==> config.mk <==
export PLATFORM = sky130hd
export DESIGN_NAME = inst_buffer_flat
export DESIGN_NICKNAME = d
export VERILOG_FILES = /design/src/rtl/inst_buffer_if.sv /design/src/rtl/inst_buffer.sv /design/src/flat_wrapper.sv
export SDC_FILE = /design/constraint.sdc
export NUM_CORES = 2
export LEC_CHECK = 0
export CORE_UTILIZATION = 40
export DETAILED_ROUTE_END_ITERATION = 10
export PLACE_DENSITY = 0.59
export SLEW_MARGIN = 5
export SYNTH_ARGS = -nofsm -noshare
export SYNTH_HDL_FRONTEND = slang
export SYNTH_SLANG_ARGS = --single-unit
==> constraint.sdc <==
create_clock -name clk -period 15.2 [get_ports clk]
set_input_delay 3.04 -clock clk [delete_from_list [all_inputs] [get_ports clk]]
set_output_delay 3.04 -clock clk [all_outputs]
set_load 0.02 [all_outputs]
==> src/rtl/inst_buffer_if.sv <==
// Fetch/decode-side signal bundle for the instruction buffer.
// The slave modport is the buffer's view; the master modport is fetch plus decoder.
interface inst_buffer_if;
  logic [1:0]  fetch_valid;
  logic [31:0] fetch_pc1;
  logic [31:0] fetch_pc2;
  logic [31:0] fetch_inst1;
  logic [31:0] fetch_inst2;
  logic [1:0]  fetch_pretaken;
  logic [31:0] fetch_pre_addr1;
  logic [31:0] fetch_pre_addr2;
  logic        fetch_pc_exc1;
  logic        fetch_pc_exc2;
  logic [6:0]  fetch_pc_cause1;
  logic [6:0]  fetch_pc_cause2;
  logic [1:0]  fetch_bus_err;
  logic        fetch_stall;
  logic        get_data_req;
  logic        pause_decoder;
  logic [1:0]  valid;
  logic [31:0] pc1;
  logic [31:0] pc2;
  logic [31:0] inst1;
  logic [31:0] inst2;
  logic [1:0]  pretaken;
  logic [31:0] pre_addr_in1;
  logic [31:0] pre_addr_in2;
  logic [1:0]  is_exception_in1;
  logic [1:0]  is_exception_in2;
  logic [6:0]  pc_exception_cause_in1;
  logic [6:0]  pc_exception_cause_in2;
  logic [6:0]  instbuffer_exception_cause_in1;
  logic [6:0]  instbuffer_exception_cause_in2;

  modport slave (
    input  fetch_valid, fetch_pc1, fetch_pc2, fetch_inst1, fetch_inst2, fetch_pretaken,
           fetch_pre_addr1, fetch_pre_addr2, fetch_pc_exc1, fetch_pc_exc2,
           fetch_pc_cause1, fetch_pc_cause2, fetch_bus_err, get_data_req, pause_decoder,
    output fetch_stall, valid, pc1, pc2, inst1, inst2, pretaken, pre_addr_in1, pre_addr_in2,
           is_exception_in1, is_exception_in2, pc_exception_cause_in1, pc_exception_cause_in2,
           instbuffer_exception_cause_in1, instbuffer_exception_cause_in2
  );

  modport master (
    output fetch_valid, fetch_pc1, fetch_pc2, fetch_inst1, fetch_inst2, fetch_pretaken,
           fetch_pre_addr1, fetch_pre_addr2, fetch_pc_exc1, fetch_pc_exc2,
           fetch_pc_cause1, fetch_pc_cause2, fetch_bus_err, get_data_req, pause_decoder,
    input  fetch_stall, valid, pc1, pc2, inst1, inst2, pretaken, pre_addr_in1, pre_addr_in2,
           is_exception_in1, is_exception_in2, pc_exception_cause_in1, pc_exception_cause_in2,
           instbuffer_exception_cause_in1, instbuffer_exception_cause_in2
  );
endinterface

==> src/rtl/inst_buffer.sv <==
// Dual-issue fetch-to-decode instruction queue: compacts up to two fetched slots per cycle
// into a circular FIFO and issues the two oldest entries per cycle to the decoder.
module inst_buffer #(
  parameter int         DEPTH      = 16,
  parameter logic [6:0] IBUF_ECODE = 7'h08
) (
  input  logic         clk,
  input  logic         rst_n,
  input  logic         flush,
  inst_buffer_if.slave bus
);
  localparam int AW = $clog2(DEPTH);
  localparam logic [AW:0] DEPTH_C = (AW+1)'(DEPTH);

  typedef struct packed {
    logic [31:0] pc;
    logic [31:0] inst;
    logic        pretaken;
    logic [31:0] pre_addr;
    logic        pc_exc;
    logic [6:0]  pc_cause;
    logic        bus_err;
  } entry_t;

  entry_t        r_mem [DEPTH];
  logic [AW-1:0] r_head;
  logic [AW-1:0] r_tail;
  logic [AW:0]   r_count;
  logic [1:0]    r_valid;
  entry_t        r_out1;
  entry_t        r_out2;

  entry_t        w_slot0;
  entry_t        w_slot1;
  entry_t        w_wr0;
  logic [AW:0]   w_free;
  logic          w_stall;
  logic          w_enq_ok;
  logic [1:0]    w_n_enq;
  logic          w_issue_ok;
  logic [1:0]    w_new_valid;
  logic [1:0]    w_n_deq;
  logic [AW-1:0] w_head1;
  logic [AW-1:0] w_tail1;

  assign w_slot0 = '{pc: bus.fetch_pc1, inst: bus.fetch_inst1, pretaken: bus.fetch_pretaken[0],
                     pre_addr: bus.fetch_pre_addr1, pc_exc: bus.fetch_pc_exc1,
                     pc_cause: bus.fetch_pc_cause1, bus_err: bus.fetch_bus_err[0]};
  assign w_slot1 = '{pc: bus.fetch_pc2, inst: bus.fetch_inst2, pretaken: bus.fetch_pretaken[1],
                     pre_addr: bus.fetch_pre_addr2, pc_exc: bus.fetch_pc_exc2,
                     pc_cause: bus.fetch_pc_cause2, bus_err: bus.fetch_bus_err[1]};

  // Stall looks only at the registered count, so fetch never sees a dequeue-dependent path.
  assign w_free   = DEPTH_C - r_count;
  assign w_stall  = w_free < (AW+1)'(2);
  assign w_enq_ok = !w_stall;
  assign w_n_enq  = w_enq_ok ? ({1'b0, bus.fetch_valid[0]} + {1'b0, bus.fetch_valid[1]}) : 2'd0;
  assign w_wr0    = bus.fetch_valid[0] ? w_slot0 : w_slot1;
  assign w_tail1  = r_tail + AW'(1);
  assign w_head1  = r_head + AW'(1);

  assign w_issue_ok  = bus.get_data_req && !bus.pause_decoder;
  assign w_new_valid = {r_count >= (AW+1)'(2), r_count >= (AW+1)'(1)};
  assign w_n_deq     = w_issue_ok ? ({1'b0, w_new_valid[0]} + {1'b0, w_new_valid[1]}) : 2'd0;

  // NOTE: the storage array has no reset; pointers and count alone define which entries are live.
  always_ff @(posedge clk) begin
    if (w_enq_ok && !flush) begin
      if (bus.fetch_valid != 2'b00) r_mem[r_tail]  <= w_wr0;
      if (bus.fetch_valid == 2'b11) r_mem[w_tail1] <= w_slot1;
    end
  end

  always_ff @(posedge clk or negedge rst_n) begin
    if (!rst_n) begin
      r_head  <= '0;
      r_tail  <= '0;
      r_count <= '0;
      r_valid <= 2'b00;
      r_out1  <= '0;
      r_out2  <= '0;
    end else if (flush) begin
      r_head  <= '0;
      r_tail  <= '0;
      r_count <= '0;
      r_valid <= 2'b00;
    end else begin
      r_head  <= r_head + AW'(w_n_deq);
      r_tail  <= r_tail + AW'(w_n_enq);
      r_count <= r_count + (AW+1)'(w_n_enq) - (AW+1)'(w_n_deq);
      if (w_issue_ok) begin
        r_valid <= w_new_valid;
        r_out1  <= r_mem[r_head];
        r_out2  <= r_mem[w_head1];
      end else begin
        r_valid <= 2'b00;
      end
    end
  end

  assign bus.fetch_stall    = w_stall;
  assign bus.valid          = r_valid;
  assign bus.pc1            = r_out1.pc;
  assign bus.pc2            = r_out2.pc;
  assign bus.inst1          = r_out1.inst;
  assign bus.inst2          = r_out2.inst;
  assign bus.pretaken       = {r_out2.pretaken, r_out1.pretaken};
  assign bus.pre_addr_in1   = r_out1.pre_addr;
  assign bus.pre_addr_in2   = r_out2.pre_addr;
  assign bus.is_exception_in1 = {r_out1.pc_exc, r_out1.bus_err};
  assign bus.is_exception_in2 = {r_out2.pc_exc, r_out2.bus_err};
  assign bus.pc_exception_cause_in1 = r_out1.pc_exc ? r_out1.pc_cause : 7'd0;
  assign bus.pc_exception_cause_in2 = r_out2.pc_exc ? r_out2.pc_cause : 7'd0;
  assign bus.instbuffer_exception_cause_in1 = r_out1.bus_err ? IBUF_ECODE : 7'd0;
  assign bus.instbuffer_exception_cause_in2 = r_out2.bus_err ? IBUF_ECODE : 7'd0;
endmodule
==> src/flat_wrapper.sv <==
// flat-port wrapper written by rule: the top's interface ports become plain ports
module inst_buffer_flat 
#(
  parameter int         DEPTH      = 16,
  parameter logic [6:0] IBUF_ECODE = 7'h08
)
  (clk, rst_n, flush, bus_fetch_valid, bus_fetch_pc1, bus_fetch_pc2, bus_fetch_inst1, bus_fetch_inst2, bus_fetch_pretaken, bus_fetch_pre_addr1, bus_fetch_pre_addr2, bus_fetch_pc_exc1, bus_fetch_pc_exc2, bus_fetch_pc_cause1, bus_fetch_pc_cause2, bus_fetch_bus_err, bus_get_data_req, bus_pause_decoder, bus_fetch_stall, bus_valid, bus_pc1, bus_pc2, bus_inst1, bus_inst2, bus_pretaken, bus_pre_addr_in1, bus_pre_addr_in2, bus_is_exception_in1, bus_is_exception_in2, bus_pc_exception_cause_in1, bus_pc_exception_cause_in2, bus_instbuffer_exception_cause_in1, bus_instbuffer_exception_cause_in2);
  inst_buffer_if bus_i ();
  input  logic clk;
  input  logic rst_n;
  input  logic flush;
  input wire logic [$bits(bus_i.fetch_valid)-1:0] bus_fetch_valid;
  input wire logic [$bits(bus_i.fetch_pc1)-1:0] bus_fetch_pc1;
  input wire logic [$bits(bus_i.fetch_pc2)-1:0] bus_fetch_pc2;
  input wire logic [$bits(bus_i.fetch_inst1)-1:0] bus_fetch_inst1;
  input wire logic [$bits(bus_i.fetch_inst2)-1:0] bus_fetch_inst2;
  input wire logic [$bits(bus_i.fetch_pretaken)-1:0] bus_fetch_pretaken;
  input wire logic [$bits(bus_i.fetch_pre_addr1)-1:0] bus_fetch_pre_addr1;
  input wire logic [$bits(bus_i.fetch_pre_addr2)-1:0] bus_fetch_pre_addr2;
  input wire logic [$bits(bus_i.fetch_pc_exc1)-1:0] bus_fetch_pc_exc1;
  input wire logic [$bits(bus_i.fetch_pc_exc2)-1:0] bus_fetch_pc_exc2;
  input wire logic [$bits(bus_i.fetch_pc_cause1)-1:0] bus_fetch_pc_cause1;
  input wire logic [$bits(bus_i.fetch_pc_cause2)-1:0] bus_fetch_pc_cause2;
  input wire logic [$bits(bus_i.fetch_bus_err)-1:0] bus_fetch_bus_err;
  input wire logic [$bits(bus_i.get_data_req)-1:0] bus_get_data_req;
  input wire logic [$bits(bus_i.pause_decoder)-1:0] bus_pause_decoder;
  output wire logic [$bits(bus_i.fetch_stall)-1:0] bus_fetch_stall;
  output wire logic [$bits(bus_i.valid)-1:0] bus_valid;
  output wire logic [$bits(bus_i.pc1)-1:0] bus_pc1;
  output wire logic [$bits(bus_i.pc2)-1:0] bus_pc2;
  output wire logic [$bits(bus_i.inst1)-1:0] bus_inst1;
  output wire logic [$bits(bus_i.inst2)-1:0] bus_inst2;
  output wire logic [$bits(bus_i.pretaken)-1:0] bus_pretaken;
  output wire logic [$bits(bus_i.pre_addr_in1)-1:0] bus_pre_addr_in1;
  output wire logic [$bits(bus_i.pre_addr_in2)-1:0] bus_pre_addr_in2;
  output wire logic [$bits(bus_i.is_exception_in1)-1:0] bus_is_exception_in1;
  output wire logic [$bits(bus_i.is_exception_in2)-1:0] bus_is_exception_in2;
  output wire logic [$bits(bus_i.pc_exception_cause_in1)-1:0] bus_pc_exception_cause_in1;
  output wire logic [$bits(bus_i.pc_exception_cause_in2)-1:0] bus_pc_exception_cause_in2;
  output wire logic [$bits(bus_i.instbuffer_exception_cause_in1)-1:0] bus_instbuffer_exception_cause_in1;
  output wire logic [$bits(bus_i.instbuffer_exception_cause_in2)-1:0] bus_instbuffer_exception_cause_in2;
  assign bus_i.fetch_valid = bus_fetch_valid;
  assign bus_i.fetch_pc1 = bus_fetch_pc1;
  assign bus_i.fetch_pc2 = bus_fetch_pc2;
  assign bus_i.fetch_inst1 = bus_fetch_inst1;
  assign bus_i.fetch_inst2 = bus_fetch_inst2;
  assign bus_i.fetch_pretaken = bus_fetch_pretaken;
  assign bus_i.fetch_pre_addr1 = bus_fetch_pre_addr1;
  assign bus_i.fetch_pre_addr2 = bus_fetch_pre_addr2;
  assign bus_i.fetch_pc_exc1 = bus_fetch_pc_exc1;
  assign bus_i.fetch_pc_exc2 = bus_fetch_pc_exc2;
  assign bus_i.fetch_pc_cause1 = bus_fetch_pc_cause1;
  assign bus_i.fetch_pc_cause2 = bus_fetch_pc_cause2;
  assign bus_i.fetch_bus_err = bus_fetch_bus_err;
  assign bus_i.get_data_req = bus_get_data_req;
  assign bus_i.pause_decoder = bus_pause_decoder;
  assign bus_fetch_stall = bus_i.fetch_stall;
  assign bus_valid = bus_i.valid;
  assign bus_pc1 = bus_i.pc1;
  assign bus_pc2 = bus_i.pc2;
  assign bus_inst1 = bus_i.inst1;
  assign bus_inst2 = bus_i.inst2;
  assign bus_pretaken = bus_i.pretaken;
  assign bus_pre_addr_in1 = bus_i.pre_addr_in1;
  assign bus_pre_addr_in2 = bus_i.pre_addr_in2;
  assign bus_is_exception_in1 = bus_i.is_exception_in1;
  assign bus_is_exception_in2 = bus_i.is_exception_in2;
  assign bus_pc_exception_cause_in1 = bus_i.pc_exception_cause_in1;
  assign bus_pc_exception_cause_in2 = bus_i.pc_exception_cause_in2;
  assign bus_instbuffer_exception_cause_in1 = bus_i.instbuffer_exception_cause_in1;
  assign bus_instbuffer_exception_cause_in2 = bus_i.instbuffer_exception_cause_in2;
  inst_buffer #(.DEPTH(DEPTH), .IBUF_ECODE(IBUF_ECODE)) u_core (.clk(clk), .rst_n(rst_n), .flush(flush), .bus(bus_i));
endmodule
Word level (Yosys, flattened, before mapping)
Memory sizes are Yosys's and may differ from the RTL's. A register that Yosys moved wholly into a read port is not among the register bits.
Index checks and enable logic that the tools add are counted.
{"block": "classes", "addsub": 9, "mul": 0, "div": 0, "n_lt_le_gt_ge": 3, "n_eq_ne": 1, "shifts": 0, "muxes": 18, "bitwise": 1, "reduce_logical": 9}
{"op": "$mux 106", "count": 1}
{"op": "$mux 4", "count": 4}
{"op": "$mux 7", "count": 2}
{"op": "$add 4x1->4 const B", "count": 2}
{"op": "$add 4x2->4", "count": 2}
{"op": "$mux 2", "count": 4}
{"op": "$mux 1", "count": 6}
{"op": "$add 5x2->5", "count": 1}
{"op": "$ge 5x1->1 const B", "count": 1}
{"op": "$ge 5x2->1 const B", "count": 1}
{"op": "$logic_not 1->1", "count": 5}
{"op": "$lt 5x2->1 const B", "count": 1}
{"op": "$mux 5", "count": 1}
{"op": "$sub 5x2->5", "count": 1}
{"op": "$sub 5x5->5 const A", "count": 1}
{"op": "$add 1x1->2", "count": 2}
{"op": "$eq 2x2->1 const B", "count": 1}
{"op": "$logic_and 1x1->1", "count": 2}
{"op": "$reduce_and 2->1", "count": 1}
{"op": "$reduce_bool 2->1", "count": 1}
{"op": "$not 1->1", "count": 1}
{"block": "totals", "register_bits": 15, "latchBits": 0, "ramBits": 1696, "mem_bits_ro": 0, "in_bits": 219, "out_inout_bits": 229, "word_cells": 46, "memories": 1}
{"memory": "u_core.r_mem", "depth": 16, "width": 106, "rd": 2, "rd_ports_with_merged_regs": 2, "write_ports": 2, "line": "inst_buffer.sv:25", "text": "entry_t r_mem [DEPTH];"}

Longest topological paths before layout
{"block": "depth", "depth_word": 6, "ltp_mapped": 16, "ltp_nobuf": 16}

Worst setup path after synthesis
No wires, ideal clock.
{"block": "synth_timing", "path_type": "input -> register", "from": "in bus_fetch_valid[0]", "to": "mem u_core.r_mem[12][0] in the netlist's numbering, enable pin", "setup_ns": 0.732, "t_arrival_ns": 12.493, "required_time_ns": 14.468, "slack_ns": 1.975, "cell_stages": 7, "n_path_buf": 3, "cell_sequence": "clkbuf_1 -> clkbuf_1 -> buf_2 -> inv_1 -> ha_1 -> or4_1 -> o32ai_1"}
{"item": "from (decl)", "line": "flat_wrapper.sv:12", "text": "input wire logic [$bits(bus_i.fetch_valid)-1:0] bus_fetch_valid;"}
{"item": "to (decl)", "line": "inst_buffer.sv:25"}

Worst setup path after layout
{"block": "layout_timing", "from": "reg u_core.r_count[1]", "to": "out bus_fetch_stall"}
{"block": "layout_between", "elab_chain_cells": 2}
{"item": "from (decl)", "line": "inst_buffer.sv:28", "text": "logic [AW:0] r_count;"}
{"item": "from (signal assigned)", "line": "inst_buffer.sv:90", "text": "r_count <= r_count + (AW+1)'(w_n_enq) - (AW+1)'(w_n_deq);"}
{"item": "$sub 5x5->5", "line": "inst_buffer.sv:54", "text": "assign w_free = DEPTH_C - r_count;"}
{"item": "$lt 5x2->1", "line": "inst_buffer.sv:55", "text": "assign w_stall = w_free < (AW+1)'(2);"}
{"item": "to (decl)", "line": "flat_wrapper.sv:27", "text": "output wire logic [$bits(bus_i.fetch_stall)-1:0] bus_fetch_stall;"}
No other way between the ends.

==> flow_metrics.env <==
export IMPL_r2r_start="u_core.r_head[0]"
export IMPL_row_count=193
export IMPL_holdPathStages=2
export IMPL_grt_max_degree=143
export IMPL_die_w_um=529
export IMPL_cp_common_cell="inv_1"
export IMPL_vias_per_cell=6.28
export IMPL_ios=448
export IMPL_nNetsFinal=6672
export IMPL_cap_violations=0
export IMPL_slew_headroom=0.204
export IMPL_dieArea_sq_um=280000
export IMPL_cp_num_buf_inv=3
export IMPL_path_class="reg -> out"
export IMPL_start_util=0.402
export IMPL_gp_congestion=0.788
export IMPL_min_from="u_core.bus.pre_addr_in1[30]"
export IMPL_ant_nets=0
export IMPL_routed_wl_um=363000
export IMPL_max_freq_mhz=140
export IMPL_rsz0062_at_grt="no"
export IMPL_die_y_um=529
export IMPL_clk_path_buf_depth=4
export IMPL_seqCellArea_sq_um=56600
export IMPL_status="finished, final reports clean"
export IMPL_cp_slowest_cell="o22ai_4"
export IMPL_synth_top_area_frac=0.458
export IMPL_clk_latency_ns=0.91
export IMPL_core_area_sq_um=276000
export IMPL_hold_viol=0
export IMPL_track_usage=0.256
export IMPL_synth_cell_types=54
export IMPL_ys_flop_type="edfxtp_1"
export IMPL_finalCritPeriodShare=0.470
export IMPL_synthesis_area_sq_um=111000
export IMPL_grt_pass1_vias=67000
export IMPL_cts_buffers=225
export IMPL_async_flop_share=0.118
export IMPL_cts_sinks=1923
export IMPL_multiInputGateArea_sq_um=49800
export IMPL_antenna_found_initial=26
export IMPL_timing_rr_end="u_core.bus.pc2[21]"
export IMPL_htree_levels=4
export IMPL_crit_chain="inv_1 -> ha_1 -> nand2b_1 -> o22ai_4 -> nand2_1 -> inv_1 -> clkdlybuf4s50_1"
export IMPL_root_buffer="clkbuf_16"
export IMPL_synth_edf_count=1696
export IMPL_syn_inst=6547
export IMPL_drt_pass1_iter_count=9
export IMPL_synthTopCellsByArea="edfxtp_1 (46%), mux4_2 (17%), mux2_2 (16%)"
export IMPL_place_ws_ns=7.43
export IMPL_reg2reg_setup_slack_ns=9.83
export IMPL_hold_end="u_core.bus.pre_addr_in1[30]"
export IMPL_cts_setup_buffers=0
export IMPL_min_path_type="reg -> reg"
export IMPL_crit_family="buffers and inverters"
export IMPL_power_density_nw_per_um2=157
export IMPL_synth_top_area_cell="edfxtp_1"
export IMPL_hold_ws_ns=0.492
export IMPL_fin_crit_ns=7.14
export IMPL_finalSetupTns_ns=0
export IMPL_ys_seq_area_frac=0.509
export IMPL_cp_end_kind="output port"
export IMPL_setup_violations=0
export IMPL_drcViolationCount=0
export IMPL_setup_ws_ns=8.06
export IMPL_drv_slew=0
export IMPL_synthToLayoutAreaGrowth_pct=11.9
export IMPL_yosysWarnings=0
export IMPL_cp_arrival_ns=4.10
export IMPL_nFillCells=24000
export IMPL_vias=64900
export IMPL_avgSynthCellArea_sq_um=17.0
export IMPL_wire_per_inst_um=35.1
export IMPL_ys_seq_elements=1923
export IMPL_path_clk_slew_ns=0.06
export IMPL_cts_hold_buffers_added=0
export IMPL_cts_tree="done"
export IMPL_cts_resized=0
export IMPL_layout_drive_gt1_share=0.497
export IMPL_skew_ns=0.0718
export IMPL_ff2ff_path_depth=7
export IMPL_grt_pass1_wl_um=514000
export IMPL_grt_overflow=0
export IMPL_cp_max_fo=16
export IMPL_ir_worst_vdd_mv=0.247
export IMPL_worstMarginPinSlew_ns=1.19
export IMPL_critPathLaunchType="flop"
export IMPL_required_ns=12.16
export IMPL_slowest_delay_ns=0.86
export IMPL_drt_iter0_drc=6081
export IMPL_dp_hpwl_um=197000
export IMPL_total_leakage_power_nw=39.1
export IMPL_io_buffers=435
## where the power goes
part / internal [mW] / switching, mW
Clock: 3.28 / 2.28
Combinational: 3.56 / 3.40
Sequential: 6.39 / 0.539
Total: 13.2 / 6.23
## synth_stat cells (all sizes together), types with 4 or more instances
cell and count:
nand3b 5, nor2 18, ha 19, clkbuf 309, a21oi 23, nor3 108, edfxtp 1696, xnor2 6
a221o 106, mux4 846, nand2 17, and2 16, a2bb2oi 105, nor2b 12, dfrtp 227, fa 4
nand3 5, buf 631, mux2i 321, mux2 1908, inv 14, o21ai 111
## worst max path at each step
stage | cells past startpoint | to | startpoint
after floorplan | 7 | u_core.r_mem[12][0] | bus_fetch_valid[0]
after global placement | 8 | u_core.r_mem[15][12] | bus_fetch_valid[0]
after detailed placement | 8 | u_core.r_mem[14][13] | bus_fetch_valid[0]
after CTS | 7 | bus_fetch_stall | u_core.r_count[1]
after global routing | 7 | bus_fetch_stall | u_core.r_count[1]
final | 7 | bus_fetch_stall | u_core.r_count[1]
## sequential cells by signal, summed over array words and instances (netlist names)
| register | flops |
|---|---|
| u_core.bus.pc2 | 32 |
| u_core.bus.pre_addr_in1 | 32 |
| u_core.r_mem | 1696 |
| u_core.bus.pretaken | 2 |
| u_core.r_out1 | 7 |
| u_core.bus.inst2 | 32 |
| u_core.bus.pre_addr_in2 | 32 |
| u_core.r_out2 | 7 |
| u_core.r_count | 5 |
| u_core.bus.valid | 2 |
| u_core.bus.inst1 | 32 |
| u_core.bus.is_exception_in2 | 2 |
| u_core.r_head | 4 |
| u_core.r_tail | 4 |
| u_core.bus.is_exception_in1 | 2 |
| u_core.bus.pc1 | 32 |
## kinds of logic after synthesis
family,after synthesis,share of synthesized area
AND/OR/NAND/NOR,198,0.00949
other,1,0.0000337
adder cells (fa/ha/maj),23,0.00286
buffers and inverters,954,0.0452
multiplexers,3075,0.406
XOR/XNOR,9,0.000709
flip-flops,1923,0.509
AO/OA/AOI/OAI,364,0.0264
## stage by stage
step                total power [mW]  instances  utilization  instance area [sq um]
global route                    20.2      10300        0.450                 124000
floorplan                       12.2       6558            -                 111000
finish                          19.5      10300        0.450                 124000
global placement                14.0       9908        0.423                 117000
detailed placement              14.0       9908        0.423                 117000
CTS                             19.6      10300        0.450                 124000
## layout make-up
cell class,count,area share
clock inverters,110,0.00994
repair buffers,585,0.0460
flip-flops and latches,1923,0.455
multi-input cells,3681,0.401
clock buffers,303,0.0500
diodes,9,0.000181
well taps,3705,0.0373
inverters,14,0.000423
## placed cells by master (no fill, tap or decap), types with 18 or more instances in the layout
cell                n
a221o_1           106
a2bb2oi_1         105
buf_12             19
buf_4             131
bufinv_16          25
clkbuf_1           50
clkbuf_16         226
clkbuf_8           27
clkdlybuf4s50_1   433
clkinv_1           28
clkinv_2           41
dfrtp_1           224
edfxtp_1         1696
ha_1               18
mux2_2           1548
mux2_4            360
mux2i_1           321
mux4_2            846
nor3_1            106
o21ai_0           111
## metal layers
metal | up-vias | share of wire | track usage | wire length (um)
met5 | - | 0.00040 | 0 | 147
met4 | 22 | 0.039 | 0.0941 | 14300
met3 | 618 | 0.064 | 0.0372 | 23300
met2 | 2825 | 0.50 | 0.434 | 180000
met1 | 35100 | 0.40 | 0.331 | 145000
li1 | 26300 | - | - | -
## tightest hold or removal path, cell delays in order, from the launching register on
cell and delay, ns:
dfrtp_1 0.34, a2bb2oi_1 0.06, o21ai_0 0.06
Power figures use the tool's default switching activity.
